==> src/rtl/key_schedule_ctrl_if.sv <==
// Link between the key schedule sequencer and the single-round key
// expansion stage. The sequencer is the master; the expansion stage is the slave.
interface key_schedule_ctrl_if;
    logic         xp_reset;
    logic         xp_enable;
    logic [127:0] xp_key_in;
    logic [3:0]   xp_key_num;
    logic [127:0] xp_key_out;
    logic         xp_done;

    modport master (
        output xp_reset, xp_enable, xp_key_in, xp_key_num,
        input  xp_key_out, xp_done
    );

    modport slave (
        input  xp_reset, xp_enable, xp_key_in, xp_key_num,
        output xp_key_out, xp_done
    );
endinterface

==> src/rtl/key_schedule_ctrl.sv <==
// Key schedule sequencer. It loads a 128-bit cipher key and drives a
// single-round expansion stage through rounds 1..NUM_ROUNDS. It stores every
// round key and serves them through a registered read port.
// Optional build macro KEYSCHED_TIMEOUT_EN adds a per-round watchdog that
// aborts to IDLE and raises err when the expansion stage stalls.
module key_schedule_ctrl #(
    parameter int NUM_ROUNDS     = 10,
    parameter int TIMEOUT_CYCLES = 16
) (
    input  logic                    clk,
    input  logic                    reset,
    input  logic                    start,
    input  logic [127:0]            cipher_key,
    output logic                    busy,
    output logic                    keys_ready,
    input  logic [3:0]              rd_addr,
    output logic [127:0]            rd_key,
    output logic                    err,
    key_schedule_ctrl_if.master     xp
);

    // xp_key_num is 4 bits wide and must never wrap; the 5-bit watchdog
    // counter bounds the timeout.
    if (NUM_ROUNDS < 1 || NUM_ROUNDS > 14) begin : g_bad_rounds
        $error("key_schedule_ctrl: NUM_ROUNDS must be 1..14");
    end
    if (TIMEOUT_CYCLES < 2 || TIMEOUT_CYCLES > 31) begin : g_bad_timeout
        $error("key_schedule_ctrl: TIMEOUT_CYCLES must be 2..31");
    end

    localparam logic [3:0] LAST = 4'(NUM_ROUNDS);

    typedef enum logic [2:0] {IDLE, LOAD, EXPAND, GAP, READY} state_t;

    state_t        state, state_d;
    logic [127:0]  kbuf [0:NUM_ROUNDS];
    logic [127:0]  key_cap;
    logic          armed;
    logic          tmo;
    logic          start_ok, do_load, do_cap, do_next, do_ready, do_abort;

`ifdef KEYSCHED_TIMEOUT_EN
    logic [4:0]    wd_cnt;
    logic          err_q;

    assign tmo = (wd_cnt == 5'(TIMEOUT_CYCLES - 1));
    assign err = err_q;

    // Watchdog: counts cycles spent in EXPAND or GAP and restarts on every state entry.
    always_ff @(posedge clk or negedge reset) begin
        if (!reset)
            wd_cnt <= '0;
        else if (state_d != state || !(state == EXPAND || state == GAP))
            wd_cnt <= '0;
        else
            wd_cnt <= wd_cnt + 5'd1;
    end
`else
    assign tmo = 1'b0;
    assign err = 1'b0;
`endif

    // A start pulse in the first cycle after reset release is ignored.
    always_ff @(posedge clk or negedge reset) begin
        if (!reset) armed <= 1'b0;
        else        armed <= 1'b1;
    end

    // State register.
    always_ff @(posedge clk or negedge reset) begin
        if (!reset) state <= IDLE;
        else        state <= state_d;
    end

    // Next-state logic and one-hot action strobes for the datapath.
    always_comb begin
        state_d  = state;
        start_ok = 1'b0;
        do_load  = 1'b0;
        do_cap   = 1'b0;
        do_next  = 1'b0;
        do_ready = 1'b0;
        do_abort = 1'b0;
        case (state)
            IDLE, READY: begin
                if (start && armed) begin
                    start_ok = 1'b1;
                    state_d  = LOAD;
                end
            end
            LOAD: begin
                do_load = 1'b1;
                state_d = EXPAND;
            end
            EXPAND: begin
                if (xp.xp_done) begin
                    do_cap  = 1'b1;
                    state_d = GAP;
                end else if (tmo) begin
                    do_abort = 1'b1;
                    state_d  = IDLE;
                end
            end
            GAP: begin
                if (!xp.xp_done) begin
                    if (xp.xp_key_num == LAST) begin
                        do_ready = 1'b1;
                        state_d  = READY;
                    end else begin
                        do_next = 1'b1;
                        state_d = EXPAND;
                    end
                end else if (tmo) begin
                    do_abort = 1'b1;
                    state_d  = IDLE;
                end
            end
            default: state_d = IDLE;
        endcase
    end

    // Datapath: key capture, buffer writes, expansion-stage drive and status flags.
    always_ff @(posedge clk or negedge reset) begin
        if (!reset) begin
            key_cap       <= '0;
            busy          <= 1'b0;
            keys_ready    <= 1'b0;
            xp.xp_reset   <= 1'b1;
            xp.xp_enable  <= 1'b0;
            xp.xp_key_in  <= '0;
            xp.xp_key_num <= '0;
            rd_key        <= '0;
            for (int i = 0; i <= NUM_ROUNDS; i++) kbuf[i] <= '0;
`ifdef KEYSCHED_TIMEOUT_EN
            err_q         <= 1'b0;
`endif
        end else begin
            rd_key <= (rd_addr <= LAST) ? kbuf[rd_addr] : '0;
            if (start_ok) begin
                key_cap    <= cipher_key;
                keys_ready <= 1'b0;
`ifdef KEYSCHED_TIMEOUT_EN
                err_q      <= 1'b0;
`endif
            end
            if (do_load) begin
                kbuf[0]       <= key_cap;
                xp.xp_key_in  <= key_cap;
                xp.xp_key_num <= 4'd1;
                xp.xp_reset   <= 1'b0;
                xp.xp_enable  <= 1'b1;
                busy          <= 1'b1;
                keys_ready    <= 1'b0;
            end
            if (do_cap) begin
                kbuf[xp.xp_key_num] <= xp.xp_key_out;
                xp.xp_key_in        <= xp.xp_key_out;
                xp.xp_enable        <= 1'b0;
            end
            if (do_next) begin
                xp.xp_key_num <= xp.xp_key_num + 4'd1;
                xp.xp_enable  <= 1'b1;
            end
            if (do_ready) begin
                busy        <= 1'b0;
                keys_ready  <= 1'b1;
                xp.xp_reset <= 1'b1;
            end
            if (do_abort) begin
                busy         <= 1'b0;
                xp.xp_enable <= 1'b0;
                xp.xp_reset  <= 1'b1;
`ifdef KEYSCHED_TIMEOUT_EN
                err_q        <= 1'b1;
`endif
            end
        end
    end

endmodule
==> src/flat_wrapper.sv <==
// flat-port wrapper written by rule: the top's interface ports become plain ports
module key_schedule_ctrl_flat 
#(
    parameter int NUM_ROUNDS     = 10,
    parameter int TIMEOUT_CYCLES = 16
)
  (clk, reset, start, cipher_key, busy, keys_ready, rd_addr, rd_key, err, xp_xp_reset, xp_xp_enable, xp_xp_key_in, xp_xp_key_num, xp_xp_key_out, xp_xp_done);
  key_schedule_ctrl_if xp_i ();
  input  logic clk;
  input  logic reset;
  input  logic start;
  input  logic [127:0] cipher_key;
  output logic busy;
  output logic keys_ready;
  input  logic [3:0] rd_addr;
  output logic [127:0] rd_key;
  output logic err;
  output wire logic [$bits(xp_i.xp_reset)-1:0] xp_xp_reset;
  output wire logic [$bits(xp_i.xp_enable)-1:0] xp_xp_enable;
  output wire logic [$bits(xp_i.xp_key_in)-1:0] xp_xp_key_in;
  output wire logic [$bits(xp_i.xp_key_num)-1:0] xp_xp_key_num;
  input wire logic [$bits(xp_i.xp_key_out)-1:0] xp_xp_key_out;
  input wire logic [$bits(xp_i.xp_done)-1:0] xp_xp_done;
  assign xp_xp_reset = xp_i.xp_reset;
  assign xp_xp_enable = xp_i.xp_enable;
  assign xp_xp_key_in = xp_i.xp_key_in;
  assign xp_xp_key_num = xp_i.xp_key_num;
  assign xp_i.xp_key_out = xp_xp_key_out;
  assign xp_i.xp_done = xp_xp_done;
  key_schedule_ctrl #(.NUM_ROUNDS(NUM_ROUNDS), .TIMEOUT_CYCLES(TIMEOUT_CYCLES)) u_core (.clk(clk), .reset(reset), .start(start), .cipher_key(cipher_key), .busy(busy), .keys_ready(keys_ready), .rd_addr(rd_addr), .rd_key(rd_key), .err(err), .xp(xp_i));
endmodule
==> config.mk <==
export PLATFORM = sky130hd
export DESIGN_NAME = key_schedule_ctrl_flat
export DESIGN_NICKNAME = d
export VERILOG_FILES = /design/src/rtl/key_schedule_ctrl_if.sv /design/src/rtl/key_schedule_ctrl.sv /design/src/flat_wrapper.sv
export SDC_FILE = /design/constraint.sdc
export NUM_CORES = 2
export LEC_CHECK = 0
export ABC_AREA = 1
export BUFFER_PORTS_ARGS = -buffer_cell sky130_fd_sc_hd__buf_2
export CAP_MARGIN = 15
export CORE_ASPECT_RATIO = 1.2
export CORE_MARGIN = 8
export CORE_UTILIZATION = 27
export CTS_CLUSTER_SIZE = 24
export DETAILED_ROUTE_END_ITERATION = 10
export MAX_ROUTING_LAYER = met4
export SETUP_SLACK_MARGIN = 0.3
export SYNTH_ARGS = -nofsm -noshare
export SYNTH_HDL_FRONTEND = slang
export SYNTH_SLANG_ARGS = --single-unit
==> constraint.sdc <==
create_clock -name clk -period 1.7 [get_ports clk]
set_input_delay 0.34 -clock clk [delete_from_list [all_inputs] [get_ports clk]]
set_output_delay 0.34 -clock clk [all_outputs]
set_load 0.1 [all_outputs]
==> results summary <==
The maximum level of the CTS H-tree came out at 4. The fraction of final layout cells sized beyond drive strength 1 came out at 16.8%. The most used flip-flop cell after synthesis is sky130_fd_sc_hd__dfrtp_1. The overall routed net length came out at 347,000 um. The most frequent cell after synthesis is sky130_fd_sc_hd__nand2_1. The final number of hold-violating endpoints is 0. The total power density per cell area came out at 1550 nW/um2.

The clock period minus worst slack is 2.10 ns. The critical path buffer and inverter count came out at 5. In this run the tightest slew margin relative to its limit is 59.5%. Data on the critical path is required at its endpoint by between 2 and 2.5 ns. The area inside the core boundary is 306,000 um2. The post-detailed-route via-to-cell ratio is approximately 4.8. Dividing the detail-routed wire length by the instance count gives approximately 22 um. The area of the die came out at approximately 320,000 um2. The number of fill cells came out at 31,100. The worst setup path is launched from a flop. The number of DRC violations after detailed-routing iteration 0 came out at 6,627. The synthesized netlist occupies a cell area of ~83,000 um2. The type of the worst min-delay path is in2reg. The worst hold path begins at rd_addr[2].

The final number of setup-violating endpoints came out at approximately 1,900. Setup repair after global routing could not meet its margin everywhere. The total overflow left after global routing is 0.

The post-route DRC violation count is 0. The flow ran to the end, but the final reports show violations. The HPWL after detailed placement is 218,000 um. The clock input transition at the sequential cells of the worst setup and hold paths is 0.06 ns. The peak supply drop came out at 1.47 mV. The final route contains roughly 77,000 vias. The sink count of the clock tree came out at 1,804. The number of global-route vias before repair came out at 75,800. The per-instance average area after synthesis came out at 7.75 um2. Walking the worst path, the cells encountered are buf_6, nor2_4, buf_6, nand4_1, buf_12, buf_16, clkbuf_16, nand2_1, o21ai_0. The proportion of synthesized chip area in sequential cells came out at 54.5%.

Global routing consumed, over all layers together, approximately a fifth of the routing resources. The pre-CTS worst setup slack is -0.440 ns. The slack of the critical path came out at -0.405 ns. The initial core utilization is between 20% and 30%.

The synthesized design spends more area on one cell type than any other, namely sky130_fd_sc_hd__dfrtp_1. Of all nets on the critical path, the largest fanout is 30. The total clock buffers created by CTS is 197.

The net count of the mapped netlist came out at 11,000. The reg-to-reg setup timing slack came out at -0.40 ns. In this run the worst setup path begins at u_core.xp.xp_key_num[2].

The number of distinct library cell variants in the gate-level netlist after synthesis is 26. Once layout is complete, the utilization of the core stands at approximately 37%. The setup TNS after final layout came out at -355.38 ns. The tree is rooted in a sky130_fd_sc_hd__clkbuf_16. The number of synthesized flops with an enable pin is 0.

The pin slew with the least headroom to its limit is 0.607 ns. In this run, synthesis produced a sequential element count of 1,804. The I/O pin count is around 530. The last weighted congestion value of the routability-driven placer came out at 0.850. The post-synthesis cell count came out at approximately 11,000.

After synthesis, the share of cell area in mux cells is 0%. The site row count came out at 223. The iteration count of the initial detailed-routing pass came out at 6. The number of antenna violations at the first check in global routing came out at 11. The pin count of the biggest net entering global routing came out at between 100 and 150.

The area occupied by multi-input gates is 32,200 um2. After synthesis, the most frequently instantiated cells are 4,199 x sky130_fd_sc_hd__nand2_1, 1,803 x sky130_fd_sc_hd__dfrtp_1, 1,523 x sky130_fd_sc_hd__o21ai_0, 915 x sky130_fd_sc_hd__inv_1, 669 x sky130_fd_sc_hd__nand3_1. The latest clock arrival within the worst-skew pair is just over 0.9 ns. The simple-gate portion of the synthesized area is a little over a quarter. After synthesis, the largest family of logic cells by area is simple AND/OR/NAND/NOR gates. After routing the design area is 112,000 um2.

The checks that failed: setup timing. Of the total synthesized cell area, the portion taken by full adders, half adders and majority gates is 0.0604%. STA puts the critical path data arrival time at 2.81 ns. The vertical die dimension came out at 623 um. The worst reg2reg path depth came out at 9. Summing the areas of all compound-gate instances in the mapped netlist gives between 10% and 20% of the synthesized area. The top cell family by delay on the critical path is buffers and inverters.

The slowest stage of the critical path is the sky130_fd_sc_hd__dfrtp_4 cell. The hold-critical path endpoint is u_core.rd_key[57]. The tool flagged a number of max-cap violations equal to 0. The first global-routing pass estimated 489,000 um of wire. In the final design database the tool counted around 12,000 nets.

The maximum frequency from static timing analysis is roughly 0.48 GHz. The horizontal die dimension came out at 522 um. The number of warnings issued by yosys is 0. In this run the cell area measured after placement is 95,500 um2. The port buffer count came out at about 530. The final antenna-violating net count came out at 0.

The portion of the clock cycle consumed by the worst path in the final layout is 124%. The critical path in this run is classified as reg2reg. The hold path depth came out at 5. The sequential cell area in the final layout is ~45,000 um2. The share of Yosys cell area claimed by the top area cell type is a little over half. In this run the static leakage power is 56.2 nW.

The xor/xnor cell area share of the yosys netlist came out at 0.0211%. Yosys attributes the largest share of cell area to sky130_fd_sc_hd__dfrtp_1 54%, sky130_fd_sc_hd__nand2_1 19%, sky130_fd_sc_hd__o21ai_0 9.2%. The TritonCTS clock tree is built. The maximum clock skew at final layout came out at 0.0837 ns. The maximum clock insertion buffer count came out at 4. The area growth from synthesis to layout came out at 35.3%. The number of max-slew violations in the final report is 0. The async set-or-reset flop fraction in the synthesized netlist is 100%. The worst setup path is captured at a flop. The cell with the most instances on the worst path is sky130_fd_sc_hd__buf_6. The biggest cell delay along the critical path is between 0.4 and 0.5 ns. The startpoint identified for the worst register-to-register timing path is u_core.xp.xp_key_num[2].
==> timing repair <==
| action | CTS | global route |
|---|---|---|
| endpoints found under the setup margin | 1939 | 1945 |
| setup buffers | 52 | 39 |
| cloned | 34 | 60 |
| gates resized for setup | 916 | 456 |
| hold endpoints to repair | 2983 | 0 |
| hold buffers | 262 | 0 |
| pin swaps | 16 | 17 |
==> cells by family after synthesis <==
group | after synthesis
other | 2
buffers and inverters | 1681
XOR/XNOR | 2
AO/OA/AOI/OAI | 1653
flip-flops | 1804
AND/OR/NAND/NOR | 5542
adder cells (fa/ha/maj) | 4
==> worst reg2reg max path, cell delays in order (launching register included) <==
cell                        delay, ns
sky130_fd_sc_hd__dfrtp_4         0.48
sky130_fd_sc_hd__buf_6           0.14
sky130_fd_sc_hd__nor2_4          0.17
sky130_fd_sc_hd__buf_6           0.13
sky130_fd_sc_hd__nand4_1         0.19
sky130_fd_sc_hd__buf_12          0.24
sky130_fd_sc_hd__buf_16          0.17
sky130_fd_sc_hd__clkbuf_16       0.29
sky130_fd_sc_hd__nand2_1         0.09
sky130_fd_sc_hd__o21ai_0         0.07
==> where the power goes <==
group          total (mW)  internal, mW  switching (mW)  leakage, nW
sequential           62.8          54.9            7.85         23.9
clock                43.8          25.1            18.7         3.17
combinational        67.0          23.5            43.5         29.1
==> through the flow <==
stage               power (mW)  hold WS (ns)  std cells
finish                     173        0.0668      16000
global route               183        0.0658      16000
CTS                        170        0.0249      15900
detailed placement         119         0.255      15200
global placement           118         0.257      15200
floorplan                 99.4        0.0444      10700
==> worst max-delay path by stage <==
stage | cells after the start | slack [ns] | endpoint
floorplan | 9 | -0.13 | flop
global placement | 8 | -0.44 | u_core.xp.xp_key_in[20]
detailed placement | 8 | -0.44 | u_core.xp.xp_key_in[20]
CTS | 2 | -0.33 | xp_xp_key_num[0]
global route | 9 | -0.42 | flop
finish | 9 | -0.40 | flop
==> cell type report <==
class,count,area share [%]
sequential,1804,40.3
tap,4050,4.52
multi-input combinational,7203,28.8
inverter,918,3.13
antenna,12,0.0268
timing repair buffer,1645,17.5
clock buffer,280,5.11
clock inverter,63,0.643
==> routing by layer <==
layer  share of wire (%)  routed length [um]  vias up  track usage (%)
met3                 5.5               19200      762             2.34
met5                   0                   0        -                -
met2                  49              171000     2728             34.1
met1                  39              136000    37600             23.7
li1                    -                   -    36100                -
met4                 5.8               20200        0             8.91
==> cell usage in the layout (no fill, tap or decap), drive strengths merged, types with 12 or more instances in the layout <==
cell type	netlist	final
clkinv	1	39
nand3b	54	54
nand2	4199	4199
dlygate4sd3	0	262
clkbuf	509	333
inv	917	922
diode	0	12
buf	254	1321
o211ai	107	107
nor2	352	352
nand3	669	669
dfrtp	1803	1803
nand4	264	264
o21ai	1544	1544
Note: power is estimated with default switching activity, not from simulation.
